$ cat config.mk
export PLATFORM = sky130hd
export DESIGN_NAME = mc_controller
export DESIGN_NICKNAME = d
export VERILOG_FILES = /design/src/rtl/mc_ctrl_pkg.sv /design/src/rtl/mc_alu_decoder.sv /design/src/rtl/mc_controller.sv
export SDC_FILE = /design/constraint.sdc
export NUM_CORES = 1
export LEC_CHECK = 0
export BUFFER_PORTS_ARGS = -buffer_cell sky130_fd_sc_hd__buf_2
export CAP_MARGIN = 20
export CELL_PAD_IN_SITES_DETAIL_PLACEMENT = 1
export CELL_PAD_IN_SITES_GLOBAL_PLACEMENT = 2
export CORE_MARGIN = 2
export CORE_UTILIZATION = 18
export CTS_CLUSTER_SIZE = 14
export DETAILED_ROUTE_END_ITERATION = 16
export PLACE_DENSITY_LB_ADDON = 0.08
export RECOVER_POWER = 50
export SLEW_MARGIN = 20
export SYNTH_ARGS = -nofsm -noshare
export SYNTH_HDL_FRONTEND = slang
export SYNTH_SLANG_ARGS = --single-unit
$ cat constraint.sdc
create_clock -name clk -period 2.4 [get_ports clk]
set_input_delay 0.48 -clock clk [delete_from_list [all_inputs] [get_ports clk]]
set_output_delay 0.48 -clock clk [all_outputs]
set_load 0.02 [all_outputs]
$ cat src/rtl/mc_ctrl_pkg.sv
// Shared encodings for the multicycle MIPS control FSM: states, opcodes,
// funct codes, ALU control codes and datapath select codes.
package mc_ctrl_pkg;

    typedef enum logic [3:0] {
        ST_FETCH   = 4'd0,
        ST_DECODE  = 4'd1,
        ST_MEMADR  = 4'd2,
        ST_MEMRD   = 4'd3,
        ST_MEMWB   = 4'd4,
        ST_MEMWR   = 4'd5,
        ST_RTYPEEX = 4'd6,
        ST_RTYPEWB = 4'd7,
        ST_BEQ     = 4'd8,
        ST_ADDIEX  = 4'd9,
        ST_ADDIWB  = 4'd10,
        ST_JUMP    = 4'd11,
        ST_HALT    = 4'd12
    } state_e;

    localparam logic [5:0] OP_RTYPE = 6'b000000;
    localparam logic [5:0] OP_LW    = 6'b100011;
    localparam logic [5:0] OP_SW    = 6'b101011;
    localparam logic [5:0] OP_BEQ   = 6'b000100;
    localparam logic [5:0] OP_ADDI  = 6'b001000;
    localparam logic [5:0] OP_J     = 6'b000010;

    localparam logic [5:0] FUNCT_ADD = 6'b100000;
    localparam logic [5:0] FUNCT_SUB = 6'b100010;
    localparam logic [5:0] FUNCT_AND = 6'b100100;
    localparam logic [5:0] FUNCT_OR  = 6'b100101;
    localparam logic [5:0] FUNCT_SLT = 6'b101010;

    localparam logic [2:0] ALU_ADD = 3'b010;
    localparam logic [2:0] ALU_SUB = 3'b110;
    localparam logic [2:0] ALU_AND = 3'b000;
    localparam logic [2:0] ALU_OR  = 3'b001;
    localparam logic [2:0] ALU_SLT = 3'b111;

    // How the FSM asks the ALU decoder for an operation.
    localparam logic [1:0] ALUOP_ADD   = 2'b00;
    localparam logic [1:0] ALUOP_SUB   = 2'b01;
    localparam logic [1:0] ALUOP_FUNCT = 2'b10;

    localparam logic [1:0] SRCB_REG    = 2'b00;
    localparam logic [1:0] SRCB_FOUR   = 2'b01;
    localparam logic [1:0] SRCB_IMM    = 2'b10;
    localparam logic [1:0] SRCB_BRANCH = 2'b11;

    localparam logic [1:0] PCSRC_ALU    = 2'b00;
    localparam logic [1:0] PCSRC_ALUOUT = 2'b01;
    localparam logic [1:0] PCSRC_JUMP   = 2'b10;

    typedef struct packed {
        logic       pc_en;
        logic       ir_write;
        logic       mem_read;
        logic       mem_write;
        logic       iord;
        logic       reg_write;
        logic       reg_dst;
        logic       mem_to_reg;
        logic       alu_src_a;
        logic [1:0] alu_src_b;
        logic [1:0] pc_src;
    } ctrl_t;

    // States whose exit back to FETCH completes an instruction.
    function automatic logic is_retiring(input state_e s);
        return (s == ST_MEMWB)   || (s == ST_MEMWR) || (s == ST_RTYPEWB) ||
               (s == ST_BEQ)     || (s == ST_ADDIWB) || (s == ST_JUMP);
    endfunction

endpackage

$ cat src/rtl/mc_alu_decoder.sv
// ALU control decoder: maps the FSM's aluop request and the R-type funct
// field to an ALU code, and flags funct values the datapath cannot execute.
module mc_alu_decoder
    import mc_ctrl_pkg::*;
(
    input  logic [1:0] aluop_i,
    input  logic [5:0] funct_i,
    output logic [2:0] alu_ctrl_o,
    output logic       funct_valid_o
);

    logic [2:0] funct_alu;

    // NOTE: every output of a combinational block gets a default first so no latch is inferred.
    always_comb begin
        funct_alu     = ALU_ADD;
        funct_valid_o = 1'b1;
        case (funct_i)
            FUNCT_ADD: funct_alu = ALU_ADD;
            FUNCT_SUB: funct_alu = ALU_SUB;
            FUNCT_AND: funct_alu = ALU_AND;
            FUNCT_OR:  funct_alu = ALU_OR;
            FUNCT_SLT: funct_alu = ALU_SLT;
            default:   funct_valid_o = 1'b0;
        endcase
    end

    always_comb begin
        alu_ctrl_o = ALU_ADD;
        case (aluop_i)
            ALUOP_SUB:   alu_ctrl_o = ALU_SUB;
            ALUOP_FUNCT: alu_ctrl_o = funct_alu;
            default:     alu_ctrl_o = ALU_ADD;
        endcase
    end

endmodule

$ cat src/rtl/mc_controller.sv
// Multicycle MIPS control FSM (Moore) with memory wait states and illegal
// instruction halt. Define MC_PERF_EN to build the retired/cycle counters.
module mc_controller
    import mc_ctrl_pkg::*;
#(
    parameter int CNT_W = 32
) (
    input  logic             clk,
    input  logic             reset,
    input  logic [5:0]       opcode,
    input  logic [5:0]       funct,
    input  logic             zero,
    input  logic             mem_ready,
    output logic             pc_en,
    output logic             ir_write,
    output logic             mem_read,
    output logic             mem_write,
    output logic             iord,
    output logic             reg_write,
    output logic             reg_dst,
    output logic             mem_to_reg,
    output logic             alu_src_a,
    output logic [1:0]       alu_src_b,
    output logic [1:0]       pc_src,
    output logic [2:0]       alu_ctrl,
    output logic [3:0]       state_o,
    output logic             illegal,
    output logic [CNT_W-1:0] instr_retired,
    output logic [CNT_W-1:0] cycle_count
);

    state_e     state_q, state_d;
    logic       illegal_q, illegal_d;
    ctrl_t      ctrl;
    logic [1:0] aluop;
    logic       funct_valid;

    mc_alu_decoder u_alu_decoder (
        .aluop_i       (aluop),
        .funct_i       (funct),
        .alu_ctrl_o    (alu_ctrl),
        .funct_valid_o (funct_valid)
    );

    // NOTE: sequential state uses non-blocking assignments only.
    always_ff @(posedge clk) begin
        if (reset) begin
            state_q   <= ST_FETCH;
            illegal_q <= 1'b0;
        end else begin
            state_q   <= state_d;
            illegal_q <= illegal_d;
        end
    end

    always_comb begin
        state_d = state_q;
        ctrl    = '0;
        aluop   = ALUOP_ADD;
        case (state_q)
            ST_FETCH: begin
                ctrl.mem_read  = 1'b1;
                ctrl.alu_src_b = SRCB_FOUR;
                ctrl.pc_src    = PCSRC_ALU;
                if (mem_ready) begin
                    ctrl.ir_write = 1'b1;
                    ctrl.pc_en    = 1'b1;
                    state_d       = ST_DECODE;
                end
            end
            ST_DECODE: begin
                ctrl.alu_src_b = SRCB_BRANCH;
                case (opcode)
                    OP_LW, OP_SW: state_d = ST_MEMADR;
                    OP_RTYPE:     state_d = funct_valid ? ST_RTYPEEX : ST_HALT;
                    OP_BEQ:       state_d = ST_BEQ;
                    OP_ADDI:      state_d = ST_ADDIEX;
                    OP_J:         state_d = ST_JUMP;
                    default:      state_d = ST_HALT;
                endcase
            end
            ST_MEMADR: begin
                ctrl.alu_src_a = 1'b1;
                ctrl.alu_src_b = SRCB_IMM;
                state_d        = (opcode == OP_SW) ? ST_MEMWR : ST_MEMRD;
            end
            ST_MEMRD: begin
                ctrl.iord     = 1'b1;
                ctrl.mem_read = 1'b1;
                if (mem_ready) state_d = ST_MEMWB;
            end
            ST_MEMWB: begin
                ctrl.reg_write  = 1'b1;
                ctrl.mem_to_reg = 1'b1;
                state_d         = ST_FETCH;
            end
            ST_MEMWR: begin
                ctrl.iord      = 1'b1;
                ctrl.mem_write = 1'b1;
                if (mem_ready) state_d = ST_FETCH;
            end
            ST_RTYPEEX: begin
                ctrl.alu_src_a = 1'b1;
                ctrl.alu_src_b = SRCB_REG;
                aluop          = ALUOP_FUNCT;
                state_d        = ST_RTYPEWB;
            end
            ST_RTYPEWB: begin
                ctrl.reg_write = 1'b1;
                ctrl.reg_dst   = 1'b1;
                state_d        = ST_FETCH;
            end
            ST_BEQ: begin
                ctrl.alu_src_a = 1'b1;
                ctrl.alu_src_b = SRCB_REG;
                ctrl.pc_src    = PCSRC_ALUOUT;
                ctrl.pc_en     = zero;
                aluop          = ALUOP_SUB;
                state_d        = ST_FETCH;
            end
            ST_ADDIEX: begin
                ctrl.alu_src_a = 1'b1;
                ctrl.alu_src_b = SRCB_IMM;
                state_d        = ST_ADDIWB;
            end
            ST_ADDIWB: begin
                ctrl.reg_write = 1'b1;
                state_d        = ST_FETCH;
            end
            ST_JUMP: begin
                ctrl.pc_src = PCSRC_JUMP;
                ctrl.pc_en  = 1'b1;
                state_d     = ST_FETCH;
            end
            ST_HALT: state_d = ST_HALT;
            // Unused encodings 13-15 fall into HALT rather than wander.
            default: state_d = ST_HALT;
        endcase
    end

    // The flag rises together with the HALT state and stays until reset.
    assign illegal_d = illegal_q | (state_d == ST_HALT);

    // Reset suppresses every side effect so an interrupted instruction writes nothing.
    assign pc_en      = ctrl.pc_en     & ~reset;
    assign ir_write   = ctrl.ir_write  & ~reset;
    assign mem_read   = ctrl.mem_read  & ~reset;
    assign mem_write  = ctrl.mem_write & ~reset;
    assign reg_write  = ctrl.reg_write & ~reset;
    assign iord       = ctrl.iord;
    assign reg_dst    = ctrl.reg_dst;
    assign mem_to_reg = ctrl.mem_to_reg;
    assign alu_src_a  = ctrl.alu_src_a;
    assign alu_src_b  = ctrl.alu_src_b;
    assign pc_src     = ctrl.pc_src;
    assign state_o    = state_q;
    assign illegal    = illegal_q;

`ifdef MC_PERF_EN
    logic [CNT_W-1:0] instr_retired_q, instr_retired_d;
    logic [CNT_W-1:0] cycle_count_q, cycle_count_d;

    always_comb begin
        instr_retired_d = instr_retired_q;
        cycle_count_d   = cycle_count_q;
        if (is_retiring(state_q) && (state_d == ST_FETCH))
            instr_retired_d = instr_retired_q + CNT_W'(1);
        if (state_q != ST_HALT)
            cycle_count_d = cycle_count_q + CNT_W'(1);
    end

    always_ff @(posedge clk) begin
        if (reset) begin
            instr_retired_q <= '0;
            cycle_count_q   <= '0;
        end else begin
            instr_retired_q <= instr_retired_d;
            cycle_count_q   <= cycle_count_d;
        end
    end

    assign instr_retired = instr_retired_q;
    assign cycle_count   = cycle_count_q;
`else
    assign instr_retired = '0;
    assign cycle_count   = '0;
`endif

endmodule

== After elaboration in Yosys (flattened, before gate mapping) ==
Index checks and enable logic that the tools add are counted.

* Register bits: 5
* Logic and storage cells: 66

* Eq/ne operators: 24
* Muxes and demuxes: 23
* Bitwise gates (word level): 7
* Reductions and logical operators: 10

{| class="wikitable"
|+ Operators by type and width
! cell !! count
|-
| $eq A6 B6 Y1 const B || 7
|-
| $pmux W4 S8 || 1
|-
| $eq A4 B4 Y1 const B || 5
|-
| $pmux W4 S5 || 1
|-
| $eq A4 B3 Y1 const B || 4
|-
| $mux W4 || 4
|-
| $pmux W3 S4 || 1
|-
| $reduce_or A5 Y1 || 2
|-
| $mux W1 || 9
|-
| $eq A4 B2 Y1 const B || 2
|-
| $pmux W2 S2 || 2
|-
| $reduce_or A2 Y1 || 4
|-
| $eq A6 B2 Y1 const B || 1
|-
| $eq A6 B3 Y1 const B || 1
|-
| $eq A6 B4 Y1 const B || 1
|-
| $logic_not A6 Y1 || 1
|-
| $pmux W2 S3 || 1
|-
| $pmux W3 S2 || 1
|-
| $and A1 B1 Y1 || 5
|-
| $eq A4 B1 Y1 const B || 1
|-
| $logic_not A4 Y1 || 1
|-
| $reduce_or A4 Y1 || 1
|-
| $mux W3 || 1
|-
| $pmux W1 S3 || 1
|-
| 6 further kinds || 6
|}

== Logic depth before layout (Yosys ltp) ==
Gate-level depths: netlist (run 1).

* Word-level depth: 8
* Gate-level depth with buffers: 7
* Gate-level depth less buffers: 6

== Modules after synthesis ==
A second synthesis (run 1) with hierarchy kept.

* Cell total of the unflattened synthesis: 168
* Area, all modules: 1203.7 µm²

{| class="wikitable"
|+ Modules (own cells, without submodules)
! module !! times used !! cells an instance !! area an instance (µm²) !! sequential area each (µm²)
|-
| mc_controller || 1 || 150 || 1036.0 || 100.1
|-
| mc_alu_decoder || 1 || 18 || 167.7 || 0.0
|}

== Worst setup path before layout (run 1) ==
OpenSTA, ideal clock, no wires.

* Path type: register -> output
* From: register state_q[2], in the netlist state_o[2]
* To: output port alu_ctrl[2]
* Arrival time: 1.775 ns
* Required time: 1.920 ns
* Path slack: 0.145 ns
* Cell stages (with the launch flop): 8
* Buffers on the path: 1
* Cell sequence: dfxtp_1 buf_4 nand2b_1 or3_1 inv_1 ha_1 a31oi_1 nor2_1

* Cells in the longest elaborated chain, start to end: 4
* Elaborated cells between the ends (all ways): 6
* Those cells by class: eq/ne: 4; mux: 2

{| class="wikitable"
|+ RTL lines
! element !! line !! text
|-
| start: declaration || mc_controller.sv:32 || <nowiki>state_e state_q, state_d;</nowiki>
|-
| start signal: assignment || mc_controller.sv:51 || <nowiki>state_q <= state_d;</nowiki>
|-
| $eq A4 B4 Y1 or $eq A4 B3 Y1 (tied branches) || mc_controller.sv:60 || <nowiki>case (state_q)</nowiki>
|-
| $pmux W2 S2 (*) || mc_controller.sv:60 ||
|-
| $eq A2 B2 Y1 or $eq A2 B1 Y1 (tied branches) || mc_alu_decoder.sv:30 || <nowiki>case (aluop_i)</nowiki>
|-
| $pmux W3 S2 (*) || mc_alu_decoder.sv:30 ||
|-
| end: declaration || mc_controller.sv:25 || <nowiki>output logic [2:0] alu_ctrl,</nowiki>
|}

Every way passes the cells marked *; elsewhere a longest branch is shown, timed or not.

== Final worst setup path (run 1) ==
* From: register state_q[2], in the netlist state_o[2]
* To: output port alu_ctrl[1]

The elaborated chain is that of the path after synthesis.

==> results of run 1 <==
## power by group through the flow
stage               combinational (W)  clock, W  sequential, W
global placement             0.000284         0      0.0000976
detailed placement           0.000282         0      0.0000982
finish                       0.000276  0.000155      0.0000970
CTS                          0.000283  0.000159      0.0000970
global route                 0.000301  0.000164      0.0000983
floorplan                    0.000285         0       0.000104
## state kept, by name (all words and copies together) (netlist names)
name and count:
state_o 4, illegal 1
## final timing paths
check | from | to | slack [ns] | cells after the start
setup / recovery | state_o[2]$_SDFF_PP0_ | alu_ctrl[1] | 0.11 | 5
hold / removal | illegal$_SDFF_PP0_ | illegal$_SDFF_PP0_ | 0.50 | 2
hold reg to reg | illegal$_SDFF_PP0_ | illegal$_SDFF_PP0_ | 0.50 | 2
setup reg to reg | state_o[0]$_SDFF_PP0_ | state_o[1]$_SDFF_PP0_ | 0.44 | 5
## layout by cell type (no fill, tap or decap), types with 2 or more instances in the layout
cell                        n
sky130_fd_sc_hd__conb_1    64
sky130_fd_sc_hd__buf_2     32
sky130_fd_sc_hd__nor3_1    10
sky130_fd_sc_hd__nor2_1     9
sky130_fd_sc_hd__nand2b_1   8
sky130_fd_sc_hd__inv_1      7
sky130_fd_sc_hd__nand2_1    6
sky130_fd_sc_hd__a21oi_1    6
sky130_fd_sc_hd__clkbuf_1   6
sky130_fd_sc_hd__nor2b_1    4
sky130_fd_sc_hd__dfxtp_1    4
sky130_fd_sc_hd__a31oi_1    3
sky130_fd_sc_hd__mux2i_1    3
sky130_fd_sc_hd__clkbuf_8   3
sky130_fd_sc_hd__nor3b_1    2
sky130_fd_sc_hd__a211oi_1   2
sky130_fd_sc_hd__o21ai_0    2
sky130_fd_sc_hd__and3_1     2
sky130_fd_sc_hd__ha_1       2
sky130_fd_sc_hd__buf_4      2
## synthesized netlist by cell type, drive strengths merged, types with 2 or more instances
master   n
nor3    10
nor2     9
a31oi    3
nand2    6
nor2b    4
clkbuf   2
ha       2
a211oi   2
dfxtp    5
inv      7
buf     68
mux2i    3
and3     2
o21ai    3
a21oi    6
nand2b   8
nor3b    3
## cells by family (layout without fill, tap and decap cells)
| kind of cell | Yosys count | after routing | share of synthesized area, % |
|---|---|---|---|
| simple gates | 47 | 47 | 22.7 |
| buf+inv | 77 | 50 | 45.9 |
| fa+ha+maj | 2 | 2 | 2.13 |
| xor+xnor | 2 | 2 | 1.49 |
| mux | 3 | 3 | 2.56 |
| flops | 5 | 5 | 8.52 |
| other cells | 1 | 64 | 0.319 |
| compound gates | 26 | 26 | 16.4 |
## per-stage QoR
step	power [W]	hold slack, ns	instances
after floorplan	0.000389	0.565	226
final	0.000529	0.505	276
after detailed placement	0.000381	0.493	272
after global routing	0.000564	0.554	276
after CTS	0.000539	0.513	276
after global placement	0.000381	0.486	272
## layer usage
| layer | wire (µm) | GRT usage, % |
|---|---|---|
| met4 | 0 | 0.433 |
| met5 | 0 | 0 |
| met2 | 1530 | 14.1 |
| met3 | 255 | 2.36 |
| met1 | 1270 | 9.53 |
## what timing repair did
item / in CTS / in global routing
endpoints found under the setup margin: 0 / 2
resized for setup: 0 / 1
buffers inserted: 0 / 0
## layout make-up
class | instances | area (µm²)
inverters | 7 | 26.3
fillers | 821 | 5090
repair buffers | 39 | 194
well taps | 77 | 96.3
clock buffers | 4 | 45.0
multi-input cells | 144 | 762
flip-flops and latches | 5 | 101
## critical path, cell delays in order (launching register included)
cell and delay, ns:
sky130_fd_sc_hd__dfxtp_1 0.30, sky130_fd_sc_hd__nand2b_1 0.18, sky130_fd_sc_hd__or3_1 0.35, sky130_fd_sc_hd__ha_1 0.33, sky130_fd_sc_hd__a211o_1 0.27, sky130_fd_sc_hd__buf_2 0.16
==> summary.md, run 1 <==
| Metric | Value |
|---|---|
| Die width | around 85 µm |
| Routed Antenna Nets | 0 |
| Site Rows | 29 |
| Max-cap violations | 0 |
| Pwr/cell area | roughly 430 nW/µm² |
| Share of the clock period used by the worst path after layout | a little over nine tenths |
| Number of I/O port buffers | 36 |
| Yosys cell types | 41 |
| Final WL | roughly 3000 µm |
| Cell Int Power | 0.000271 W |
| Crit path capture type | primary output |
| Wire length of the first global-routing pass | 4590 µm |
| Synth top area share | a little over two fifths |
| CP Launch Type | register |
| Category of the most critical setup path | register to primary output |
| Final setup margin | ~0.11 ns |
| Post-route DRC violation count | 0 |
| Flip-flop and latch count after synthesis | 5 |
| Total clock sinks | 5 |
| Number of clock buffers inserted by TritonCTS | 3 |
| Number of max-slew violations in the final report | 0 |
| Final weighted congestion in routability-driven placement | between 0.7 and 0.8 |
| Area delta synth->final | 4.26% |
| Drt first pass iters | 4 |
| Cells after synthesis | 163 |
| Total gr overflow | 0 |
| Cell chosen for the clock root | sky130_fd_sc_hd__clkbuf_8 |
| Fraction of final layout cells sized beyond drive strength 1 | 20.6% |
| Die outline area | 7190 µm² |
| Yosys warning total | 0 |
| Static Leakage | between 0.6 and 0.7 nW |
| Final core utilization | 19.4% |
| Most frequently used flop master after synthesis | sky130_fd_sc_hd__dfxtp_1 |
| Worst setup timing slack at the placement stage | roughly 0.26 ns |
| Diode insertion count for antenna repair | 0 |
| Cts-stage hold buffer count | 0 |
| Initial Util | 18.6% |
| Unrepaired setup endpoints after global routing | no |
| Part of the power in the clock network | between 20 and 30% |
| Vias in the first global route | between 900 and 1000 |
| Sw frac | approximately half |
| Count of vias placed by the detailed router | ~1000 |
| Status | finished, final reports clean |
| Worst min-delay path class | register to register |
| Dpl hpwl | around 2600 µm |
| Placed Area | between 1000 and 1500 µm² |
| Number of hold-slack violations in the final timing report | 0 |
| Total net switching power | 0.000257 W |
| Synth area leader | sky130_fd_sc_hd__buf_4 |
| Post-Route Setup TNS | 0 ns |
| H-tree depth | 1 |
| Antenna violations before repair | 0 |
| Worst vdd rail ir drop | 0.000147 V |
| Final design area excluding fillers | roughly 1200 µm² |
| Async SR Flop Fraction | 0% |
| Top area cells in the synthesized netlist | sky130_fd_sc_hd__buf_4 42%, sky130_fd_sc_hd__dfxtp_1 8.5%, sky130_fd_sc_hd__nor3_1 4.3%, sky130_fd_sc_hd__nand2b_1 3.7%, sky130_fd_sc_hd__nor2_1 2.9% |
| Setup violators final | 0 |
| Clock Pin Slew Worst Setup and Hold Paths | 0.03 ns |
| Maximum buffer depth of the clock tree | 2 |
| Maximum operating frequency | about 440 MHz |
| Avg Cell Area, Syn | 7.21 µm² |
| Largest net degree at the start of global routing | 19 |
| Setup clock skew after layout | ~0.00092 ns |
| Min Clock Period, post-route | roughly 2.3 ns |
| Worst-path fanout max | 4 |
| Placeable core area | approximately 6300 µm² |
| Detailed-route vias per instance | approximately 3.8 |
| Total I/O pin count | 101 |
| Seq pwr share | a little under a fifth |
| Iteration-0 DRC count of the detailed router | 34 |
| Sequential-to-total area share from yosys stat | approximately 8.5% |
| Number of enable-type register cells in the synthesized netlist | 0 |
| Data arrival time of the critical path | roughly 1.8 ns |
| Data required time at the worst endpoint | between 1.5 and 2 ns |
| Post-synthesis cell area | ~1200 µm² |
| Height of the chip | 84.8 µm |
| Clock tree from TritonCTS | built |
| Combinational share of power | 52.3% |
| Wire per inst | around 11 µm |
| Layout Nets | 218 |
| Total track usage | 7.80% |
| Clock Latency Late Sink | 0.22 ns |
Power figures use the tool's default switching activity.
==> run 2, diff against run 1 <==
CORE_UTILIZATION = 19   (was 18)
SLEW_MARGIN = not set   (was 20)
clock period = 2.65 ns   (was 2.4 ns; I/O delays follow)
==> run 2 against run 1 <==
Compared with the run above:
- power shrank 9.0%
- flip-flop and latch count unchanged
- final area shrank 0.82%
- cell count shrank 1.1%
- combinational power is 10% lower
- die area shrank 5.0%
- setup slack better by 0.12 ns
- critical endpoint unchanged
==> summary.md, run 2 (synthesized netlist as in run 1, its figures left out) <==
| Metric | Value |
|---|---|
| Share of the clock period used by the worst path after layout | roughly nine tenths |
| Final weighted congestion in routability-driven placement | ~0.78 |
| Vias in the first global route | about 1000 |
| Crit path capture type | primary output |
| Count of vias placed by the detailed router | roughly 1000 |
| Diode insertion count for antenna repair | 0 |
| Clock Pin Slew Worst Setup and Hold Paths | around 0.04 ns |
| Area delta synth->final | 3.41% |
| Wire per inst | approximately 12 µm |
| Unrepaired setup endpoints after global routing | no |
| Height of the chip | roughly 83 µm |
| Final design area excluding fillers | between 1000 and 1500 µm² |
| Worst min-delay path class | register to register |
| Number of max-slew violations in the final report | 0 |
| Iteration-0 DRC count of the detailed router | 27 |
| Min Clock Period, post-route | 2.42 ns |
| Layout Nets | roughly 220 |
| Cts-stage hold buffer count | 0 |
| Total gr overflow | 0 |
| Clock tree from TritonCTS | built |
| Placed Area | ~1200 µm² |
| Post-route DRC violation count | 0 |
| Status | finished, final reports clean |
| Final WL | roughly 3300 µm |
| Post-CTS setup buffer count | 0 |
| Number of clock buffers inserted by TritonCTS | 3 |
| Cell chosen for the clock root | sky130_fd_sc_hd__clkbuf_8 |
| Buffers & Inverters on Critical Path | 2 |
| Maximum buffer depth of the clock tree | 2 |
| Most frequent standard cell in the layout excluding fill and tap cells | sky130_fd_sc_hd__conb_1 |
| Slowest CP cell | sky130_fd_sc_hd__dfxtp_1 |
| Fraction of final layout cells sized beyond drive strength 1 | a little under a fifth |
| Total track usage | a little under a tenth |
| Data required time at the worst endpoint | 2.12 ns |
| Maximum operating frequency | between 400 and 500 MHz |
| H-tree depth | 1 |
| Placeable core area | 5960 µm² |
| Post-Route Setup TNS | 0 ns |
| Hold slack final | between 0.4 and 0.5 ns |
| Cell-by-cell listing of the critical path | nor2b_1 > nand2_1 > inv_1 > ha_1 > a211o_1 > buf_2 |
| CP Launch Type | register |
| Initial Util | between 10% and 20% |
| Static Leakage | ~0.61 nW |
| Highest-count cells in the layout ignoring fill and taps | 64 x sky130_fd_sc_hd__conb_1, 30 x sky130_fd_sc_hd__buf_2, 10 x sky130_fd_sc_hd__nor3_1 |
| Die width | around 83 µm |
| Critical path's largest stage delay | around 0.6 ns |
| Clock Latency Late Sink | between 0.2 and 0.25 ns |
| Total I/O pin count | 101 |
| Dpl hpwl | between 2000 and 3000 µm |
| Wire length of the first global-routing pass | between 4000 and 5000 µm |
| Number of flip-flops under the largest register name | 4 |
| Drt first pass iters | 4 |
| Number of hold-slack violations in the final timing report | 0 |
| Data arrival time of the critical path | approximately 1.9 ns |
| Worst-path fanout max | 15 |
| Routed Antenna Nets | 0 |
| Post-CTS resize count | 0 |
| Filler cells | ~770 |
| Detailed-route vias per instance | 3.76 |
| Category of the most critical setup path | register to primary output |
| Setup clock skew after layout | between 0.00007 and 0.00008 ns |
| Largest net degree at the start of global routing | 19 |
| Number of I/O port buffers | 36 |
| Die outline area | about 7000 µm² |
| Setup violators final | 0 |
| Pwr/cell area | 396 nW/µm² |
| Max-cap violations | 0 |
| Site Rows | 28 |
| Total clock sinks | 5 |
| Worst vdd rail ir drop | around 0.00010 V |
| Dominant delay contributor by cell family on the critical path | flip-flops |
| Antenna violations before repair | 0 |
## run 2: cell types whose count changed in the layout (fill, tap and decap cells not counted), sizes merged
cell	previous run	this run
buf	34	32
clkbuf	9	10
## run 2: report_power, final
part | internal (W) | switching, W | leakage [nW] | total [W]
registers | 0.0000818 | 0.00000973 | 0.0408 | 0.0000915
logic | 0.0000599 | 0.000188 | 0.546 | 0.000248
clock network | 0.000103 | 0.0000383 | 0.0228 | 0.000142
total | 0.000245 | 0.000236 | 0.610 | 0.000481
## run 2: tightest hold or removal path, delay by kind of cell (launching register included)
family | cells | cell delay (ns)
AOI/OAI and AO/OA | 1 | 0.06
DFF | 1 | 0.32
and+or+nand+nor | 1 | 0.07
## run 2: worst paths after layout
path	startpoint	end	slack (ns)	depth (start not counted)
worst max-delay path	state_o[1]$_SDFF_PP0_	alu_ctrl[1]	0.23	6
worst min-delay path	illegal$_SDFF_PP0_	illegal$_SDFF_PP0_	0.47	2
worst max register to register	state_o[0]$_SDFF_PP0_	state_o[1]$_SDFF_PP0_	0.77	4
worst min register to register	illegal$_SDFF_PP0_	illegal$_SDFF_PP0_	0.47	2
## run 2: cell type report
cell class,count,area [µm²],share of cell area [%]
inverter,7,26.3,2.16
multi-input combinational,144,762,62.7
timing repair buffer,38,188,15.4
sequential,5,100,8.24
clock buffer,4,45.0,3.71
tap,75,93.8,7.72
## run 2: layer usage
metal	share of wire (%)	up-vias	global-route usage, %	routed length (µm)
met5	0	-	0	0
met4	0.61	0	3.44	20
met3	9.3	2	1.63	304
met2	49	59	17.0	1590
met1	41	469	11.2	1350
li1	-	497	-	-
## run 2: stage by stage
stage / setup slack, ns / util, % / std cells / power [W]
after global routing: 0.0753 / 20.4 / 273 / 0.000520
final: 0.228 / 20.4 / 273 / 0.000481
after CTS: 0.218 / 20.7 / 273 / 0.000492
after floorplan: 0.345 / - / 226 / 0.000352
after global placement: 0.492 / 19.9 / 269 / 0.000343
after detailed placement: 0.469 / 19.9 / 269 / 0.000344
